$ cat src/rtl/apb_mem_bridge_pkg.sv
// -----------------------------------------------------------------------------
// apb_pkg
//   Shared definitions for the APB-to-memory bridge:
//     - apb_state_e    : transfer-phase state encoding (IDLE/SETUP/ACCESS)
//     - APB_WORD_SHIFT : byte-to-word address shift for 32-bit words
//     - apb_addr_ok()  : word-aligned and in-range address check
// -----------------------------------------------------------------------------
package apb_pkg;

  typedef enum logic [1:0] {
    IDLE   = 2'd0,
    SETUP  = 2'd1,
    ACCESS = 2'd2
  } apb_state_e;

  localparam int unsigned APB_WORD_SHIFT = 2;

  // The address is passed zero-extended to 64 bits so one function serves any
  // bus width up to 64. It returns 1 only for an aligned word inside 0..depth-1.
  function automatic logic apb_addr_ok(input logic [63:0] byte_addr,
                                       input int unsigned depth);
    logic aligned;
    logic in_range;
    aligned  = (byte_addr[1:0] == 2'b00);
    in_range = ((byte_addr >> APB_WORD_SHIFT) < 64'(depth));
    return aligned & in_range;
  endfunction

endpackage

$ cat src/rtl/apb_mem_bridge_if.sv
// -----------------------------------------------------------------------------
// apb_mem_bridge_if
//   Bundles the APB slave signals and the single-port memory signals seen by
//   the bridge.
//   Modports:
//     slave  : the bridge (consumes APB requests, drives the memory)
//     master : the APB requester (drives psel/penable/pwrite/paddr/pwdata)
//     mem    : the memory (consumes en/wr_rd/addr/wdata, returns rdata/ready)
// -----------------------------------------------------------------------------
interface apb_mem_bridge_if #(
  parameter int unsigned ADDR_WIDTH = 32,
  parameter int unsigned DATA_WIDTH = 32
);

  // APB side
  logic                  psel;
  logic                  penable;
  logic                  pwrite;
  logic [ADDR_WIDTH-1:0] paddr;
  logic [DATA_WIDTH-1:0] pwdata;
  logic [DATA_WIDTH-1:0] prdata;
  logic                  pready;
  logic                  pslverr;

  // Memory side
  logic                  mem_en;
  logic                  mem_wr_rd;
  logic [ADDR_WIDTH-1:0] mem_addr;
  logic [DATA_WIDTH-1:0] mem_wdata;
  logic [DATA_WIDTH-1:0] mem_rdata;
  logic                  mem_data_ready;

  modport slave (
    input  psel, penable, pwrite, paddr, pwdata,
    output prdata, pready, pslverr,
    output mem_en, mem_wr_rd, mem_addr, mem_wdata,
    input  mem_rdata, mem_data_ready
  );

  modport master (
    output psel, penable, pwrite, paddr, pwdata,
    input  prdata, pready, pslverr
  );

  modport mem (
    input  mem_en, mem_wr_rd, mem_addr, mem_wdata,
    output mem_rdata, mem_data_ready
  );

endinterface

$ cat src/rtl/apb_mem_bridge_wait_timer.sv
// -----------------------------------------------------------------------------
// apb_wait_timer
//   Counts ACCESS wait states and flags a timeout when the count reaches
//   TIMEOUT_CYCLES-1 and the memory is still not ready.
//   Ports:
//     clk       : clock, rising edge
//     reset_n   : synchronous active-low reset
//     clear_i   : clear the count (asserted in SETUP)
//     enable_i  : count one wait state (ACCESS cycle without completion)
//     ready_i   : memory data_ready
//     timeout_o : forced-completion request for the current cycle
// -----------------------------------------------------------------------------
module apb_wait_timer #(
  parameter int unsigned TIMEOUT_CYCLES = 16
) (
  input  logic clk,
  input  logic reset_n,
  input  logic clear_i,
  input  logic enable_i,
  input  logic ready_i,
  output logic timeout_o
);

  localparam int unsigned CNT_W = (TIMEOUT_CYCLES > 2) ? $clog2(TIMEOUT_CYCLES) : 1;
  localparam logic [CNT_W-1:0] CNT_MAX = CNT_W'(TIMEOUT_CYCLES - 1);

  logic [CNT_W-1:0] cnt_q;

  // Wait-state counter; saturates at the timeout threshold.
  always_ff @(posedge clk) begin
    if (!reset_n) begin
      cnt_q <= '0;
    end else if (clear_i) begin
      cnt_q <= '0;
    end else if (enable_i && (cnt_q != CNT_MAX)) begin
      cnt_q <= cnt_q + CNT_W'(1);
    end else begin
      cnt_q <= cnt_q;
    end
  end

  // A ready arriving in the threshold cycle still wins over the timeout.
  assign timeout_o = (cnt_q == CNT_MAX) & ~ready_i;

endmodule

$ cat src/rtl/apb_mem_bridge.sv
// -----------------------------------------------------------------------------
// apb_mem_bridge
//   APB slave front-end for a single-port memory. Latches the request in
//   SETUP, drives the memory during ACCESS and returns pready/prdata/pslverr.
//   Misaligned or out-of-range addresses complete at once with an error, and
//   a wait-state timeout forces an error completion if the memory stalls.
//   Ports:
//     clk      : clock, rising edge
//     reset_n  : synchronous active-low reset
//     bus_if   : apb_mem_bridge_if.slave (APB request/response + memory port)
// -----------------------------------------------------------------------------
module apb_mem_bridge
  import apb_pkg::*;
#(
  parameter int unsigned ADDR_WIDTH     = 32,
  parameter int unsigned DATA_WIDTH     = 32,
  parameter int unsigned MEM_DEPTH      = 64,
  parameter int unsigned TIMEOUT_CYCLES = 16
) (
  input logic             clk,
  input logic             reset_n,
  apb_mem_bridge_if.slave bus_if
);

  apb_state_e            state_q, state_d;
  logic [ADDR_WIDTH-1:0] addr_q, addr_d;
  logic                  wr_q, wr_d;
  logic [DATA_WIDTH-1:0] wdata_q, wdata_d;
  logic                  err_q, err_d;

  logic in_access_s;
  logic bus_active_s;
  logic timeout_raw_s;
  logic timeout_s;
  logic pready_s;
  logic pslverr_s;
  logic mem_en_s;
  logic timer_clear_s;
  logic timer_enable_s;

  assign in_access_s  = (state_q == ACCESS);
  assign bus_active_s = bus_if.psel & bus_if.penable;
  // The counter holds its last value in IDLE, so only trust it in ACCESS.
  assign timeout_s    = in_access_s & timeout_raw_s;

  assign timer_clear_s  = (state_q == SETUP);
  assign timer_enable_s = in_access_s & ~pready_s;

  apb_wait_timer #(
    .TIMEOUT_CYCLES (TIMEOUT_CYCLES)
  ) u_wait_timer (
    .clk       (clk),
    .reset_n   (reset_n),
    .clear_i   (timer_clear_s),
    .enable_i  (timer_enable_s),
    .ready_i   (bus_if.mem_data_ready),
    .timeout_o (timeout_raw_s)
  );

  // Completion: decode error first, then timeout, then memory ready.
  always_comb begin
    pready_s  = 1'b0;
    pslverr_s = 1'b0;
    if (in_access_s) begin
      if (err_q) begin
        pready_s  = 1'b1;
        pslverr_s = 1'b1;
      end else if (timeout_s) begin
        pready_s  = 1'b1;
        pslverr_s = 1'b1;
      end else if (bus_active_s && bus_if.mem_data_ready) begin
        pready_s  = 1'b1;
        pslverr_s = 1'b0;
      end else begin
        pready_s  = 1'b0;
        pslverr_s = 1'b0;
      end
    end else begin
      pready_s  = 1'b0;
      pslverr_s = 1'b0;
    end
  end

  assign mem_en_s = in_access_s & bus_active_s & ~err_q & ~timeout_s;

  // Next-state and request-latch logic.
  always_comb begin
    state_d = state_q;
    addr_d  = addr_q;
    wr_d    = wr_q;
    wdata_d = wdata_q;
    err_d   = err_q;
    case (state_q)
      IDLE: begin
        // psel with penable already high is a protocol violation; ignore it.
        if (bus_if.psel && !bus_if.penable) begin
          state_d = SETUP;
        end else begin
          state_d = IDLE;
        end
      end
      SETUP: begin
        addr_d  = bus_if.paddr;
        wr_d    = bus_if.pwrite;
        wdata_d = bus_if.pwdata;
        err_d   = ~apb_addr_ok(64'(bus_if.paddr), MEM_DEPTH);
        state_d = ACCESS;
      end
      ACCESS: begin
        if (pready_s) begin
          if (bus_if.psel && !bus_if.penable) begin
            state_d = SETUP;
          end else begin
            state_d = IDLE;
          end
        end else if (!bus_if.psel) begin
          // Requester withdrew before completion: abort.
          state_d = IDLE;
        end else begin
          state_d = ACCESS;
        end
      end
      default: begin
        state_d = IDLE;
      end
    endcase
  end

  // State and request latches.
  always_ff @(posedge clk) begin
    if (!reset_n) begin
      state_q <= IDLE;
      addr_q  <= '0;
      wr_q    <= 1'b0;
      wdata_q <= '0;
      err_q   <= 1'b0;
    end else begin
      state_q <= state_d;
      addr_q  <= addr_d;
      wr_q    <= wr_d;
      wdata_q <= wdata_d;
      err_q   <= err_d;
    end
  end

  assign bus_if.pready    = pready_s;
  assign bus_if.pslverr   = pslverr_s;
  // Read data is only forwarded on a successful read completion.
  assign bus_if.prdata    = (pready_s & ~pslverr_s & ~wr_q) ? bus_if.mem_rdata : '0;
  assign bus_if.mem_en    = mem_en_s;
  assign bus_if.mem_wr_rd = wr_q;
  assign bus_if.mem_addr  = addr_q >> APB_WORD_SHIFT;
  assign bus_if.mem_wdata = wdata_q;

endmodule

$ cat src/flat_wrapper.sv
// flat-port wrapper written by rule: the top's interface ports become plain ports
module apb_mem_bridge_flat import apb_pkg::*;
#(
  parameter int unsigned ADDR_WIDTH     = 32,
  parameter int unsigned DATA_WIDTH     = 32,
  parameter int unsigned MEM_DEPTH      = 64,
  parameter int unsigned TIMEOUT_CYCLES = 16
)
  (clk, reset_n, bus_if_psel, bus_if_penable, bus_if_pwrite, bus_if_paddr, bus_if_pwdata, bus_if_prdata, bus_if_pready, bus_if_pslverr, bus_if_mem_en, bus_if_mem_wr_rd, bus_if_mem_addr, bus_if_mem_wdata, bus_if_mem_rdata, bus_if_mem_data_ready);
  apb_mem_bridge_if #(.ADDR_WIDTH(ADDR_WIDTH), .DATA_WIDTH(DATA_WIDTH)) bus_if_i ();
  input logic clk;
  input logic reset_n;
  input wire logic [$bits(bus_if_i.psel)-1:0] bus_if_psel;
  input wire logic [$bits(bus_if_i.penable)-1:0] bus_if_penable;
  input wire logic [$bits(bus_if_i.pwrite)-1:0] bus_if_pwrite;
  input wire logic [$bits(bus_if_i.paddr)-1:0] bus_if_paddr;
  input wire logic [$bits(bus_if_i.pwdata)-1:0] bus_if_pwdata;
  output wire logic [$bits(bus_if_i.prdata)-1:0] bus_if_prdata;
  output wire logic [$bits(bus_if_i.pready)-1:0] bus_if_pready;
  output wire logic [$bits(bus_if_i.pslverr)-1:0] bus_if_pslverr;
  output wire logic [$bits(bus_if_i.mem_en)-1:0] bus_if_mem_en;
  output wire logic [$bits(bus_if_i.mem_wr_rd)-1:0] bus_if_mem_wr_rd;
  output wire logic [$bits(bus_if_i.mem_addr)-1:0] bus_if_mem_addr;
  output wire logic [$bits(bus_if_i.mem_wdata)-1:0] bus_if_mem_wdata;
  input wire logic [$bits(bus_if_i.mem_rdata)-1:0] bus_if_mem_rdata;
  input wire logic [$bits(bus_if_i.mem_data_ready)-1:0] bus_if_mem_data_ready;
  assign bus_if_i.psel = bus_if_psel;
  assign bus_if_i.penable = bus_if_penable;
  assign bus_if_i.pwrite = bus_if_pwrite;
  assign bus_if_i.paddr = bus_if_paddr;
  assign bus_if_i.pwdata = bus_if_pwdata;
  assign bus_if_prdata = bus_if_i.prdata;
  assign bus_if_pready = bus_if_i.pready;
  assign bus_if_pslverr = bus_if_i.pslverr;
  assign bus_if_mem_en = bus_if_i.mem_en;
  assign bus_if_mem_wr_rd = bus_if_i.mem_wr_rd;
  assign bus_if_mem_addr = bus_if_i.mem_addr;
  assign bus_if_mem_wdata = bus_if_i.mem_wdata;
  assign bus_if_i.mem_rdata = bus_if_mem_rdata;
  assign bus_if_i.mem_data_ready = bus_if_mem_data_ready;
  apb_mem_bridge #(.ADDR_WIDTH(ADDR_WIDTH), .DATA_WIDTH(DATA_WIDTH), .MEM_DEPTH(MEM_DEPTH), .TIMEOUT_CYCLES(TIMEOUT_CYCLES)) u_core (.clk(clk), .reset_n(reset_n), .bus_if(bus_if_i));
endmodule
$ cat config.mk
export PLATFORM = sky130hd
export DESIGN_NAME = apb_mem_bridge_flat
export DESIGN_NICKNAME = d
export VERILOG_FILES = /design/src/rtl/apb_mem_bridge_pkg.sv /design/src/rtl/apb_mem_bridge_if.sv /design/src/rtl/apb_mem_bridge_wait_timer.sv /design/src/rtl/apb_mem_bridge.sv /design/src/flat_wrapper.sv
export SDC_FILE = /design/constraint.sdc
export NUM_CORES = 1
export LEC_CHECK = 0
export CELL_PAD_IN_SITES_DETAIL_PLACEMENT = 0
export CELL_PAD_IN_SITES_GLOBAL_PLACEMENT = 1
export CORE_MARGIN = 1
export CORE_UTILIZATION = 26
export DETAILED_ROUTE_END_ITERATION = 8
export PLACE_DENSITY = 0.81
export SKIP_LAST_GASP = 1
export SYNTH_ARGS = -nofsm -noshare
export SYNTH_HDL_FRONTEND = slang
export SYNTH_SLANG_ARGS = --single-unit
$ cat constraint.sdc
create_clock -name clk -period 4 [get_ports clk]
set_input_delay 1 -clock clk [delete_from_list [all_inputs] [get_ports clk]]
set_output_delay 1 -clock clk [all_outputs]
set_load 0.05 [all_outputs]
==> flow_summary.json, run 1 <==
{
  "status": "complete, no violations",
  "worstPathArrival_ns": 2.61,
  "htree_num_levels": 3,
  "synth_edf_count": 0,
  "cts_hold_buf": 0,
  "rrSetupSlack_ns": 2.15,
  "final_util": 0.520,
  "finalSetupViolCount": 0,
  "hpwl_mm": 7.19,
  "worstMarginPinSlew_ns": 0.613,
  "r2r_cells": 4,
  "drtIter0Drc": 174,
  "crit_path_end_kind": "primary output",
  "min_period_ns": 3.61,
  "clock_path_buffers": 2,
  "cp-endpoint": "bus_if_prdata[18]",
  "worst_slack_ns": 0.388,
  "rows": 38,
  "antenna-diode-count": 0,
  "avgSynthCellArea_um2": 8.18,
  "post-route-period-util": 0.903,
  "route.detailed.drc": 0,
  "grt_max_degree": 57,
  "area_growth_pct": 91.1,
  "cts_tree": "done",
  "worstHoldPathType": "register to register",
  "cp_max_fo": 32,
  "netlist_instances": 368,
  "start_util": 0.272,
  "fin_tns_setup_ns": 0,
  "dieWidth_um": 110,
  "dr_total_vias": 3086,
  "core_area_mm2": 0.0111,
  "die_area_mm2": 0.0120,
  "grt_pass1_vias": 3063,
  "antenna_found_initial": 0,
  "yosysUniqueCellTypes": 33,
  "timing.rr.end": "u_core.err_q",
  "dp_slack_ns": 0.419,
  "root_buffer": "clkbuf_16",
  "ys_warn_count": 0,
  "power_density_mw_per_mm2": 344,
  "seq_area_frac_synth": 0.465,
  "layout.nets": 658,
  "startpoint": "bus_if_psel",
  "port_buffers": 199,
  "dr.pass1.iters": 4,
  "rsz0062_at_grt": "no",
  "max_freq_mhz": 277,
  "p_leak_nw": 2.06,
  "pin_count": 202,
  "max-cap-violations": 0,
  "fillCellCount": 1080,
  "cts.sinks": 70,
  "post-cts-setup-buffers": 0,
  "cp.required_ns": 3.00,
  "synth_flop_cell": "dfxtp_1",
  "start_kind": "input port",
  "finalPower_mw": 1.98,
  "viasPerCell": 4.41,
  "slew_headroom": 0.591,
  "ant_nets": 0,
  "path_clk_slew_ns": 0.06,
  "grt_usage": 0.161,
  "cts_buffers": 9,
  "grt_remaining_overflow": 0,
  "cts-resized-gates": 0,
  "drive_gt1_frac": 0.109,
  "synth_seq_cells": 70,
  "grt_pass1_wl_mm": 14.9,
  "maxSlewViolCount": 0,
  "synth_area_mm2": 0.00301,
  "peakVddDrop_mv": 0.216,
  "die_h_um": 110,
  "async_flop_share": 0,
  "skew_ns": 0.0101,
  "routed_wl_mm": 9.60,
  "worstSkewPairLatency_ns": 0.33,
  "critPathKind": "input port to primary output",
  "place.gp.congestion": 0.789,
  "hold_viol_final": 0,
  "detail_route.wl_per_cell_um": 13.7,
  "r2r_start": "u_core.state_q[0]"
}
worst min path at each step:
stage,from,endpoint,slack (ns),depth (start not counted)
global placement,u_core.bus_if.mem_wdata[15],u_core.bus_if.mem_wdata[15],0.45,2
global route,u_core.addr_q[31],u_core.addr_q[31],0.48,2
finish,u_core.addr_q[31],u_core.addr_q[31],0.46,2
CTS,u_core.addr_q[31],u_core.addr_q[31],0.46,2
floorplan,u_core.state_q[1],u_core.state_q[0],0.46,1
detailed placement,u_core.addr_q[31],u_core.addr_q[31],0.46,2
state kept, by name (all words and copies together) (netlist names):
name	cells
u_core.bus_if.mem_wr_rd	1
u_core.state_q	2
u_core.addr_q	30
u_core.u_wait_timer.cnt_q	4
u_core.err_q	1
u_core.bus_if.mem_wdata	32
cells in the mapped netlist, drive strengths merged, types with 3 or more instances:
library cell  instances  area, um2
nand3                 6       30.0
clkbuf               19       75.1
nor3                  3       26.3
nand2               129        484
a21boi               64        480
nor4                  8       50.1
mux2i                 3       30.0
and3                  3       18.8
dfxtp                70       1400
and2                 32        200
buf                   9       50.0
per-layer routing:
layer,wire [um],up-vias,global-route usage,share of wire
met5,0,-,0,0
met4,103,0,0.0581,0.011
met3,638,9,0.0498,0.066
met2,4720,94,0.269,0.49
met1,4130,1402,0.193,0.43
li1,-,1581,-,-
cells by family after synthesis:
group	share of synthesized area
mux	0.00997
flops	0.465
fa+ha+maj	0.00415
other cells	0.00125
compound gates	0.181
simple gates	0.297
buf+inv	0.0415
worst max-delay path, cell delays in order:
cell	delay [ns]
clkdlybuf4s50_1	0.53
nand3_1	0.22
nor3_4	0.21
buf_4	0.27
and2_1	0.23
buf_12	0.15
stage by stage:
stage / cells / instance area (um2) / hold slack (ns)
detailed placement: 684 / 5400 / 0.456
global placement: 684 / 5400 / 0.449
floorplan: 369 / 3020 / 0.461
finish: 700 / 5760 / 0.460
global route: 700 / 5760 / 0.478
CTS: 700 / 5760 / 0.465
power by group:
part	switching, mW	leakage, nW	internal (mW)
combinational	0.156	1.32	0.151
sequential	0.0135	0.568	0.721
clock	0.308	0.173	0.630
area by class of cell:
type	count	area (um2)	area share
repair buffers	203	2330	0.405
multi-input cells	271	1490	0.260
flip-flops and latches	70	1400	0.243
clock buffers	10	239	0.0415
well taps	140	175	0.0304
clock inverters	6	116	0.0202
placed cells by master, fill, tap and decap left out, types with 6 or more instances in the layout:
master,netlist,layout
nor4_1,8,8
nand2_1,129,129
and2_1,32,32
dfxtp_1,70,70
buf_4,2,7
clkdlybuf4s50_1,0,163
buf_12,0,32
a21boi_0,63,63
nand3_1,6,6
clkbuf_16,0,9
Note: power is estimated with default switching activity, not from simulation.
==> inputs of run 2 (changes only) <==
--- a/config.mk
+++ b/config.mk
@@ -9,6 +9,7 @@
 export CELL_PAD_IN_SITES_GLOBAL_PLACEMENT = 1
 export CORE_MARGIN = 1
 export CORE_UTILIZATION = 26
+export CTS_CLUSTER_DIAMETER = 120
 export DETAILED_ROUTE_END_ITERATION = 8
 export PLACE_DENSITY = 0.81
 export SKIP_LAST_GASP = 1
==> results of run 2 <==
The final DEF is identical to that of run 1; final timing and power are the same.
==> inputs of run 3 (changes only) <==
--- a/config.mk
+++ b/config.mk
@@ -5,14 +5,15 @@
 export SDC_FILE = /design/constraint.sdc
 export NUM_CORES = 1
 export LEC_CHECK = 0
+export ABC_AREA = 1
 export CELL_PAD_IN_SITES_DETAIL_PLACEMENT = 0
 export CELL_PAD_IN_SITES_GLOBAL_PLACEMENT = 1
-export CORE_MARGIN = 1
-export CORE_UTILIZATION = 26
+export CORE_UTILIZATION = 25
 export CTS_CLUSTER_DIAMETER = 120
 export DETAILED_ROUTE_END_ITERATION = 8
 export PLACE_DENSITY = 0.81
 export SKIP_LAST_GASP = 1
+export SLEW_MARGIN = 20
 export SYNTH_ARGS = -nofsm -noshare
 export SYNTH_HDL_FRONTEND = slang
 export SYNTH_SLANG_ARGS = --single-unit
==> flow_summary.json, run 3 <==
{
  "status": "finished with violations",
  "violations": "DRC",
  "max_freq_mhz": 267,
  "peakVddDrop_mv": 0.189,
  "antenna-diode-count": 0,
  "place.gp.congestion": 0.759,
  "skew_ns": 0.00631,
  "grt_remaining_overflow": 0,
  "r2r_cells": 5,
  "worstHoldStart": "u_core.u_wait_timer.cnt_q[1]",
  "p_switching_uw": 524,
  "clock_path_buffers": 2,
  "port_buffers": 199,
  "path_clk_slew_ns": 0.06,
  "ys_warn_count": 0,
  "worst_slack_ns": 0.250,
  "synth_area_mm2": 0.00300,
  "cts.sinks": 70,
  "hpwl_mm": 7.61,
  "die_area_mm2": 0.0125,
  "post-route-period-util": 0.938,
  "fin_tns_setup_ns": 0,
  "die_h_um": 112,
  "ant_nets": 0,
  "post-cts-setup-buffers": 0,
  "rows": 39,
  "cp_common_cell": "nor2_1",
  "yosysUniqueCellTypes": 29,
  "layout.area.seq_mm2": 0.00140,
  "fillCellCount": 1102,
  "timing.rr.end": "u_core.u_wait_timer.cnt_q[3]",
  "grt_max_degree": 67,
  "cts-resized-gates": 0,
  "worstPathArrival_ns": 2.75,
  "area_growth_pct": 89.3,
  "holdWs_ns": 0.489,
  "cts_hold_buf": 0,
  "power_density_mw_per_mm2": 349,
  "start_util": 0.260,
  "synth_top_area_share": 0.466,
  "start_kind": "input port",
  "yosys.cell_count.top_type": "nor2_1",
  "min_period_ns": 3.75,
  "pin_count": 202,
  "cpMaxStageDelayCell": "clkdlybuf4s50_1",
  "avgSynthCellArea_um2": 7.14,
  "detail_route.wl_per_cell_um": 13.6,
  "synth_flop_cell": "dfxtp_1",
  "worstPathCellList": "clkdlybuf4s50_1, nand3_1, nor2_1, nand3_4, buf_4, nor2_1, buf_12",
  "clkPwrFrac": 0.427,
  "root_buffer": "clkbuf_16",
  "worstMarginPinSlew_ns": 1.03,
  "swShare": 0.264,
  "stdcell_area_mm2": 0.00569,
  "final_cell_mix": "163 x clkdlybuf4s50_1, 145 x nor2_1, 70 x dfxtp_1",
  "critPathKind": "input port to primary output",
  "comb_power_share": 0.195,
  "dp_slack_ns": 0.267,
  "cts_tree": "done",
  "netlist_instances": 421,
  "route.detailed.drc": 20,
  "drive_gt1_frac": 0.140,
  "p_int_mw": 1.46,
  "cp.required_ns": 3.00,
  "worstHoldPathType": "register to register",
  "synth.area.top_cells": "dfxtp_1 47%, nor2_1 18%, o21ai_0 10%",
  "final_common_cell": "clkdlybuf4s50_1",
  "dpl-instance-area_mm2": 0.00537,
  "finalSetupViolCount": 0,
  "synth_edf_count": 0,
  "worstSkewPairLatency_ns": 0.32,
  "synth_area_leader_cell": "dfxtp_1",
  "largest_reg_flops": 32,
  "p_leak_nw": 2.45,
  "async_flop_share": 0,
  "r2r_start": "u_core.state_q[0]",
  "grt_pass1_wl_mm": 16.4,
  "drtIter0Drc": 173,
  "grt_pass1_vias": 3281,
  "hold_end": "u_core.u_wait_timer.cnt_q[1]",
  "routed_wl_mm": 10.3,
  "whs_path_depth": 2,
  "synth_common_cells": "145 x nor2_1, 70 x dfxtp_1, 62 x o21ai_0, 44 x inv_1, 21 x nor2_2",
  "htree_num_levels": 3,
  "core_area_mm2": 0.0116,
  "rrSetupSlack_ns": 1.81,
  "dr_total_vias": 3293,
  "antenna_found_initial": 0,
  "viasPerCell": 4.35,
  "max-cap-violations": 0,
  "cp_max_fo": 32,
  "synth_seq_cells": 70,
  "grt_usage": 0.169,
  "dr.pass1.iters": 7,
  "rsz0062_at_grt": "no",
  "layout.nets": 712,
  "seq_power_share": 0.378,
  "seq_area_frac_synth": 0.466,
  "slew_headroom": 0.312,
  "maxSlewViolCount": 0,
  "cts_buffers": 9,
  "critPathMaxStageDelay_ns": 0.54,
  "crit_path_end_kind": "primary output",
  "multi_input_area_mm2": 0.00130,
  "hold_viol_final": 0,
  "dieWidth_um": 112
}
[run 3: cell types whose count changed after synthesis, sizes merged, moves of 5 or more]
cell,previous run,this run
clkbuf,19,14
o21ai,1,63
and2,32,0
inv,0,46
a21oi,2,8
a21boi,64,0
nand2,129,17
nor4,8,0
or2,0,5
nor2,1,167
[run 3: worst max path at each step]
stage / to / start / slack (ns) / cells past startpoint
4_1_cts: bus_if_prdata[14] / bus_if_penable / 0.26 / 7
2_1_floorplan: bus_if_prdata[11] / bus_if_mem_data_ready / 0.74 / 5
3_3_place_gp: bus_if_prdata[18] / bus_if_penable / 0.33 / 7
6_report: bus_if_prdata[14] / bus_if_psel / 0.25 / 7
5_1_grt: bus_if_prdata[16] / bus_if_penable / 0.18 / 7
3_5_place_dp: bus_if_prdata[14] / bus_if_psel / 0.27 / 7
[run 3: critical path, delay by kind of cell]
kind / cells / cell delay, ns
buffers and inverters: 3 / 0.97
and+or+nand+nor: 4 / 0.76
[run 3: power groups by stage]
stage	sequential (mW)	clock, mW	combinational [mW]
after floorplan	0.878	0	0.0834
after global placement	0.764	0	0.386
after detailed placement	0.765	0	0.390
after CTS	0.750	0.869	0.391
after global routing	0.754	0.912	0.412
final	0.750	0.848	0.388
[run 3: logic make-up (layout without fill, tap and decap cells)]
group | Yosys count | in the layout | share of synthesized area
DFF | 70 | 70 | 0.466
AOI/OAI and AO/OA | 72 | 72 | 0.125
adders and majority gates | 1 | 1 | 0.00416
xor gates and xnor gates | 2 | 2 | 0.00583
other | 1 | 2 | 0.00125
and+or+nand+nor | 204 | 204 | 0.295
buffers and inverters | 71 | 263 | 0.102
[run 3: through the flow]
stage | power [mW] | instances | utilization
after global routing | 2.08 | 757 | 0.492
after global placement | 1.15 | 741 | 0.464
after detailed placement | 1.15 | 741 | 0.464
after CTS | 2.01 | 757 | 0.492
final | 1.99 | 757 | 0.492
after floorplan | 0.962 | 422 | -
[run 3: layout make-up]
class / instances / area share
Sequential cell: 70 / 0.246
Clock buffer: 12 / 0.0433
Multi-Input combinational cell: 281 / 0.229
Clock inverter: 4 / 0.0123
Inverter: 46 / 0.0306
Timing Repair Buffer: 201 / 0.407
Tap cell: 143 / 0.0315
[run 3: per-layer routing]
metal | wire length [um] | GRT usage
met1 | 4040 | 0.182
met2 | 5230 | 0.303
met3 | 950 | 0.0577
met4 | 102 | 0.0649
met5 | 0 | 0
